==> src/rtl/run_step_ctrl.sv <==
// Run/step controller: turns filtered key pulses into the processor clock-enable,
// counts retired instructions and aborts a step that never completes.
module run_step_ctrl #(
  parameter int CNT_W        = 16,
  parameter int STEP_TIMEOUT = 64
) (
  input  logic             Clk,
  input  logic             Reset,
  input  logic             StepPulse,
  input  logic             RunPulse,
  input  logic             StopPulse,
  input  logic             InstrDone,
  input  logic             Halt,
  output logic             ProcEn,
  output logic             Running,
  output logic [1:0]       State,
  output logic [CNT_W-1:0] InstrCount,
  output logic             Timeout
);

  localparam int TIMER_W = (STEP_TIMEOUT > 2) ? $clog2(STEP_TIMEOUT) : 1;

  typedef enum logic [1:0] {
    IDLE   = 2'd0,
    STEP   = 2'd1,
    RUN    = 2'd2,
    HALTED = 2'd3
  } state_t;

  state_t             state, stateNext;
  logic               stopPending, stopPendingNext;
  logic [TIMER_W-1:0] timer, timerNext;
  logic [CNT_W-1:0]   count, countNext;
  logic               timeoutFlag, timeoutNext;

  always_ff @(posedge Clk or posedge Reset) begin
    if (Reset) begin
      state       <= IDLE;
      stopPending <= 1'b0;
      timer       <= '0;
      count       <= '0;
      timeoutFlag <= 1'b0;
    end else begin
      state       <= stateNext;
      stopPending <= stopPendingNext;
      timer       <= timerNext;
      count       <= countNext;
      timeoutFlag <= timeoutNext;
    end
  end

  always_comb begin
    stateNext       = state;
    stopPendingNext = stopPending;
    timerNext       = timer;
    countNext       = count;
    timeoutNext     = timeoutFlag;

    case (state)
      IDLE: begin
        if (Halt) begin
          stateNext = HALTED;
        end else if (RunPulse || StepPulse) begin
          stateNext       = RunPulse ? RUN : STEP;
          timeoutNext     = 1'b0;
          timerNext       = '0;
          stopPendingNext = 1'b0;
        end
      end

      STEP: begin
        timerNext = timer + 1'b1;
        if (InstrDone) countNext = count + 1'b1;
        // Halt wins over both the done and the timeout exits
        if (Halt) begin
          stateNext = HALTED;
        end else if (InstrDone) begin
          stateNext = IDLE;
        end else if (timer == TIMER_W'(STEP_TIMEOUT - 1)) begin
          stateNext   = IDLE;
          timeoutNext = 1'b1;
        end
      end

      RUN: begin
        if (InstrDone) countNext = count + 1'b1;
        // Stop beats a simultaneous Run; a later Run cancels a pending stop
        if (StopPulse) stopPendingNext = 1'b1;
        else if (RunPulse) stopPendingNext = 1'b0;
        if (Halt) begin
          stateNext = HALTED;
        end else if (InstrDone && stopPending) begin
          stateNext       = IDLE;
          stopPendingNext = 1'b0;
        end
      end

      default: ;
    endcase
  end

  assign State      = state;
  assign ProcEn     = (state == STEP) || (state == RUN);
  assign Running    = (state == RUN);
  assign InstrCount = count;
  assign Timeout    = timeoutFlag;

endmodule

==> config.mk <==
export PLATFORM = sky130hd
export DESIGN_NAME = run_step_ctrl
export DESIGN_NICKNAME = d
export VERILOG_FILES = /design/src/rtl/run_step_ctrl.sv
export SDC_FILE = /design/constraint.sdc
export NUM_CORES = 1
export LEC_CHECK = 0
export ABC_AREA = 1
export ABC_CLOCK_PERIOD_IN_PS = 1500
export BUFFER_PORTS_ARGS = -buffer_cell sky130_fd_sc_hd__buf_2
export CAP_MARGIN = 20
export CORE_MARGIN = 2
export CORE_UTILIZATION = 49
export DETAILED_ROUTE_END_ITERATION = 10
export PLACE_DENSITY = 0.81
export SETUP_SLACK_MARGIN = 0.15
export SYNTH_ARGS = -nofsm -noshare
export SYNTH_HDL_FRONTEND = slang
export SYNTH_SLANG_ARGS = --single-unit
==> constraint.sdc <==
create_clock -name Clk -period 1.5 [get_ports Clk]
set_input_delay 0.3 -clock Clk [delete_from_list [all_inputs] [get_ports Clk]]
set_output_delay 0.3 -clock Clk [all_outputs]
set_load 0.1 [all_outputs]
==> results.cfg, run 1 <==
[critical_path]
worstPathCellList = inv_4 -> ha_4 -> buf_6 -> buf_12
slowest_stage = dfrtp_4
r2r_start = State[1]
cpPeakStageDelay_ns = 0.52
required_ns = 1.20
crit_family = flip-flops
reg2reg_to = InstrCount[13]
path_max_fanout = 2
end_kind = output port
critPathLaunchType = flop
crit_type = reg -> out
r2r_slack_ns = -0.16
worst-path-buf-inv = 3
reg2reg_depth = 8
cp.arrival_ns = 1.43

[power]
powerDensity_nw_per_um2 = 2120
leakage_nw = 1.13
peakVddDrop_mv = 2.16
p_total_mw = 5.04

[place]
dp_cells = 275
port_buffers = 27
dp.final_hpwl_um = 2380
placed_area_sq_um = 1890
gp_congestion = 0.814
pre_cts_ws_ns = -0.0293

[yosys]
syn-num-nets = 212
netlist_instances = 199
yosys.area_share.simple = 0.335
synth_warnings = 0
syn-mean-instance-area_sq_um = 7.75
ys_seq_area_frac = 0.422
synthAdderAreaFrac = 0.0487
synth_top_family_by_area = simple AND/OR/NAND/NOR gates
synth_area_sq_um = 1540
synth_compound_area_frac = 0.0624
yosysUniqueCellTypes = 26
muxShareOfSynthArea = 0
synth_xor_area_frac = 0.0511
ys_ff_latch = 26

[hold_path]
worstHoldPathCells = 4
min_from = RunPulse
hold_path.class = in -> reg
min_to = State[0]

[drt]
viasPerCell = 5.32
post_drt_wl_per_cell_um = 14.9
drc_errors = 0
postRouteWirelength_um = 4360
vias = 1553
postRouteAntennaNets = 0
drtIter0Drc = 70
drt_pass1_iterations = 4

[clock_tree]
clk_pin_slew_ns = 0.16
cts_root_buf = clkbuf_4
cts_tree = done
clkLatencyLatePin_ns = 0.36
ctsLongestPathBuffers = 2
numCtsBuffers = 3
htreeDepth = 1
cts_num_sinks = 26

[floorplan]
start_util = 0.510
dieArea_sq_um = 3610
die_h_um = 60.1
core_sq_um = 3030
rows = 20
die-width_um = 60.1
boundaryPins = 28

[finish]
final_cell_mix = nand2_1, inv_1, buf_4
final_cells = 292
fillers = 172
multiInputGateArea_sq_um = 985
design_area_sq_um = 2380
drive_above_1_share = 0.448
layout_commonest_cell = nand2_1
nets = 262
syn2layout_area_growth_pct = 54.1
fin_util = 0.785
register_area_sq_um = 679
antenna_cells = 0

[grt]
antenna_found_initial = 0
grt_pass1_vias = 1361
overflow = 0
grt_max_degree = 27
grt_pass1_wl_um = 6040
grt_usage = 0.230

[timing]
setup_ws_ns = -0.230
rsz0062_at_grt = yes
holdWs_ns = 0.252
slew_headroom = 0.749
hold_viol_final = 0
tns_ns = -1.49
min_period_ns = 1.73
fmax_mhz = 578
drv_slew = 0
finalCritPeriodShare = 1.15
worst_pin_slew_ns = 0.377
skew_ns = 0.00923
setup_viol = 14

[status]
failed_checks = negative setup slack
status = complete, but fails checks

[job]
maxCapViolations = 0
==> worst max path at each step <==
stage | start | to | slack (ns) | cells after the start
after global placement | State[0] | InstrCount[14] | 0.02 | 9
after global routing | State[0] | ProcEn | -0.25 | 4
final | State[0] | ProcEn | -0.23 | 4
after floorplan | State[0] | InstrCount[13] | -0.39 | 7
after CTS | State[0] | ProcEn | -0.19 | 4
after detailed placement | State[0] | InstrCount[15] | -0.03 | 7
==> power breakdown <==
part	switching (mW)	leakage, nW	internal, mW
Combinational	2.22	0.795	1.31
Sequential	0.207	0.313	0.898
Clock	0.253	0.0210	0.150
Total	2.68	1.13	2.36
==> per-layer routing <==
layer / track usage / up-vias / part of all wire
li1: - / 724 / -
met1: 0.291 / 763 / 0.41
met2: 0.394 / 53 / 0.53
met3: 0.0152 / 13 / 0.038
met4: 0.114 / 0 / 0.029
met5: 0 / - / 0
==> final cells by class <==
| class | count | area share |
|---|---|---|
| Clock buffer | 4 | 0.0153 |
| Multi-Input combinational cell | 141 | 0.414 |
| Inverter | 32 | 0.0558 |
| Sequential cell | 26 | 0.286 |
| Timing Repair Buffer | 45 | 0.206 |
| Tap cell | 44 | 0.0232 |
==> state kept, by name (all words and copies together) (netlist names) <==
| register | flops |
|---|---|
| InstrCount | 16 |
| State | 2 |
| Timeout | 1 |
| stopPending | 1 |
| timer | 6 |
==> cells by family (layout without fill, tap and decap cells) <==
logic type,after synthesis,after routing
compound gates,17,17
simple gates,108,109
flops,26,26
buf+inv,33,81
fa+ha+maj,6,6
xor+xnor,9,9
==> synth_stat cells (all sizes together) <==
library cell  number  area (sq um)
ha                 6          75.1
o21ai              9          48.8
inv               32           120
a21o               1          7.51
nand2             64           258
nor2              20           105
nand4              6          37.5
o211ai             1          7.51
buf                1          5.00
nand3             13          75.1
nor3               5          41.3
a21oi              5          25.0
xor2               4          35.0
xnor2              5          43.8
dfrtp             26           651
o21bai             1          7.51
==> worst min-delay path, cell delays in order <==
cell and delay (ns):
buf_2 0.11, o21ai_1 0.07, nand4_1 0.07, nand2_1 0.05
==> timing repair <==
| action | 4_1_cts | 5_1_grt |
|---|---|---|
| cloned | 1 | 0 |
| setup endpoints to repair | 39 | 34 |
| hold buffers | 0 | 1 |
| endpoints found under the hold margin | 0 | 12 |
| gates resized for setup | 55 | 37 |
| buffers inserted | 8 | 3 |
| pin swaps | 7 | 0 |
Note: power is estimated with default switching activity, not from simulation.
==> inputs of run 2 (changes only) <==
--- a/config.mk
+++ b/config.mk
@@ -13,7 +13,7 @@
 export CORE_UTILIZATION = 49
 export DETAILED_ROUTE_END_ITERATION = 10
 export PLACE_DENSITY = 0.81
-export SETUP_SLACK_MARGIN = 0.15
+export SETUP_SLACK_MARGIN = 0.5
 export SYNTH_ARGS = -nofsm -noshare
 export SYNTH_HDL_FRONTEND = slang
 export SYNTH_SLANG_ARGS = --single-unit
==> results.cfg, run 2 (synthesis gave the netlist of run 1 again) <==
[status]
status = complete, but fails checks
failed_checks = negative hold slack, negative setup slack

[critical_path]
worstPathCellList = inv_4 -> ha_4 -> buf_6 -> nand3_4 -> nor2_4 -> nand4_1 -> o21bai_1 -> nand2_1
slowest_stage = dfrtp_4
reg2reg_to = InstrCount[13]
r2r_start = State[0]
path_max_fanout = 3
cp.arrival_ns = 2.08
critPathLaunch = State[0]
r2r_slack_ns = -0.36
reg2reg_depth = 8
required_ns = 1.73
critPathLaunchType = flop
cpPeakStageDelay_ns = 0.48
crit_type = reg -> reg
end_kind = flop

[timing]
rsz0062_at_grt = yes
hold_viol_final = 13
min_period_ns = 1.86
worst_pin_slew_ns = 0.338
slew_headroom = 0.774
holdWs_ns = -0.0223
tns_ns = -2.63
setup_viol = 19
finalCritPeriodShare = 1.24
drv_slew = 0
fmax_mhz = 539
skew_ns = 0.0191
setup_ws_ns = -0.355

[drt]
vias = 1884
postRouteWirelength_um = 6820
drc_errors = 0
drtIter0Drc = 197
drt_pass1_iterations = 7
postRouteAntennaNets = 0
post_drt_wl_per_cell_um = 21.6
viasPerCell = 5.96

[finish]
fillers = 109
syn2layout_area_growth_pct = 78.4
final_cells = 316
nets = 286
antenna_cells = 0
drive_above_1_share = 0.526
layout_commonest_cell = nand2_1
final_cell_mix = nand2_1, inv_1, buf_4
register_area_sq_um = 683
multiInputGateArea_sq_um = 1010
largest_reg_flops = 16

[grt]
grt_pass1_wl_um = 7360
grt_usage = 0.274
grt_pass1_vias = 1606
met1_usage = 0.337
antenna_found_initial = 0
use_met3 = 0.0346
overflow = 0
use_met2 = 0.481
top_usage_layer = met2
grt_max_degree = 27

[clock_tree]
cts_root_buf = clkbuf_4
ctsLongestPathBuffers = 2
clk_pin_slew_ns = 0.16
cts_num_sinks = 26
cts_tree = done
htreeDepth = 1
numCtsBuffers = 3
clkLatencyLatePin_ns = 0.34

[power]
power_switching_mw = 3.02
p_int_mw = 2.80
powerDensity_nw_per_um2 = 2110
p_total_mw = 5.82
p_sw_frac = 0.519
peakVddDrop_mv = 2.82
comb_power_share = 0.746
leakage_nw = 1.30
p_seq_frac = 0.196
pwr-share-clk = 0.058

[job]
maxCapViolations = 0

[place]
dp_cells = 276
gp_congestion = 0.743
port_buffers = 27
dp.final_hpwl_um = 2250

[floorplan]
core_sq_um = 3030
boundaryPins = 28
start_util = 0.510
dieArea_sq_um = 3610
rows = 20
die_h_um = 60.1
die-width_um = 60.1

[hold_path]
hold_path.class = in -> async
-- run 2: how the worst max path moves through the flow --
stage                     end  slack, ns  cells past startpoint
6_report       InstrCount[13]      -0.36                      8
5_1_grt        InstrCount[13]      -0.39                      8
4_1_cts                ProcEn      -0.19                      4
3_5_place_dp   InstrCount[15]       0.02                      7
3_3_place_gp   InstrCount[15]       0.04                      7
2_1_floorplan  InstrCount[13]      -0.39                      7
-- run 2: per-stage QoR --
stage          hold WS [ns]  setup WS [ns]  utilization  area, sq um
2_1_floorplan         0.339         -0.391            -         1610
3_3_place_gp          0.376         0.0371        0.624         1890
3_5_place_dp          0.374         0.0169        0.624         1890
4_1_cts             0.00655         -0.188        0.809         2450
5_1_grt             0.00310         -0.389        0.909         2750
6_report            -0.0223         -0.355        0.909         2750
-- run 2: area by class of cell --
cell class | instances | area share
tap | 44 | 0.0200
sequential | 26 | 0.248
clock buffer | 4 | 0.00955
timing repair buffer | 69 | 0.305
inverter | 32 | 0.0491
multi-input combinational | 141 | 0.368
-- run 2: critical path, delay by kind of cell (launching register included) --
| kind | cells | cell delay, ns |
|---|---|---|
| buf+inv | 2 | 0.17 |
| compound gates | 1 | 0.26 |
| fa+ha+maj | 1 | 0.28 |
| simple gates | 4 | 0.55 |
| flops | 1 | 0.48 |
-- run 2: what timing repair did --
action / in CTS / in global routing
endpoints found under the setup margin: 47 / 47
pin swaps: 10 / 19
buffers inserted: 22 / 13
gates resized for setup: 97 / 45
hold buffers: 0 / 0
cloned: 1 / 0
-- run 2: power groups by stage --
stage | logic [mW] | clock network (mW) | registers, mW
after floorplan | 1.21 | 0 | 1.86
after global placement | 2.59 | 0 | 1.07
after detailed placement | 2.61 | 0 | 1.08
after CTS | 3.33 | 0.327 | 1.09
after global routing | 4.44 | 0.365 | 1.15
final | 4.34 | 0.336 | 1.14
-- run 2: per-layer routing --
| metal | share of wire | vias to the layer above |
|---|---|---|
| met5 | 0 | - |
| met4 | 0.076 | 0 |
| met3 | 0.072 | 64 |
| met2 | 0.50 | 166 |
| met1 | 0.35 | 878 |
| li1 | - | 776 |
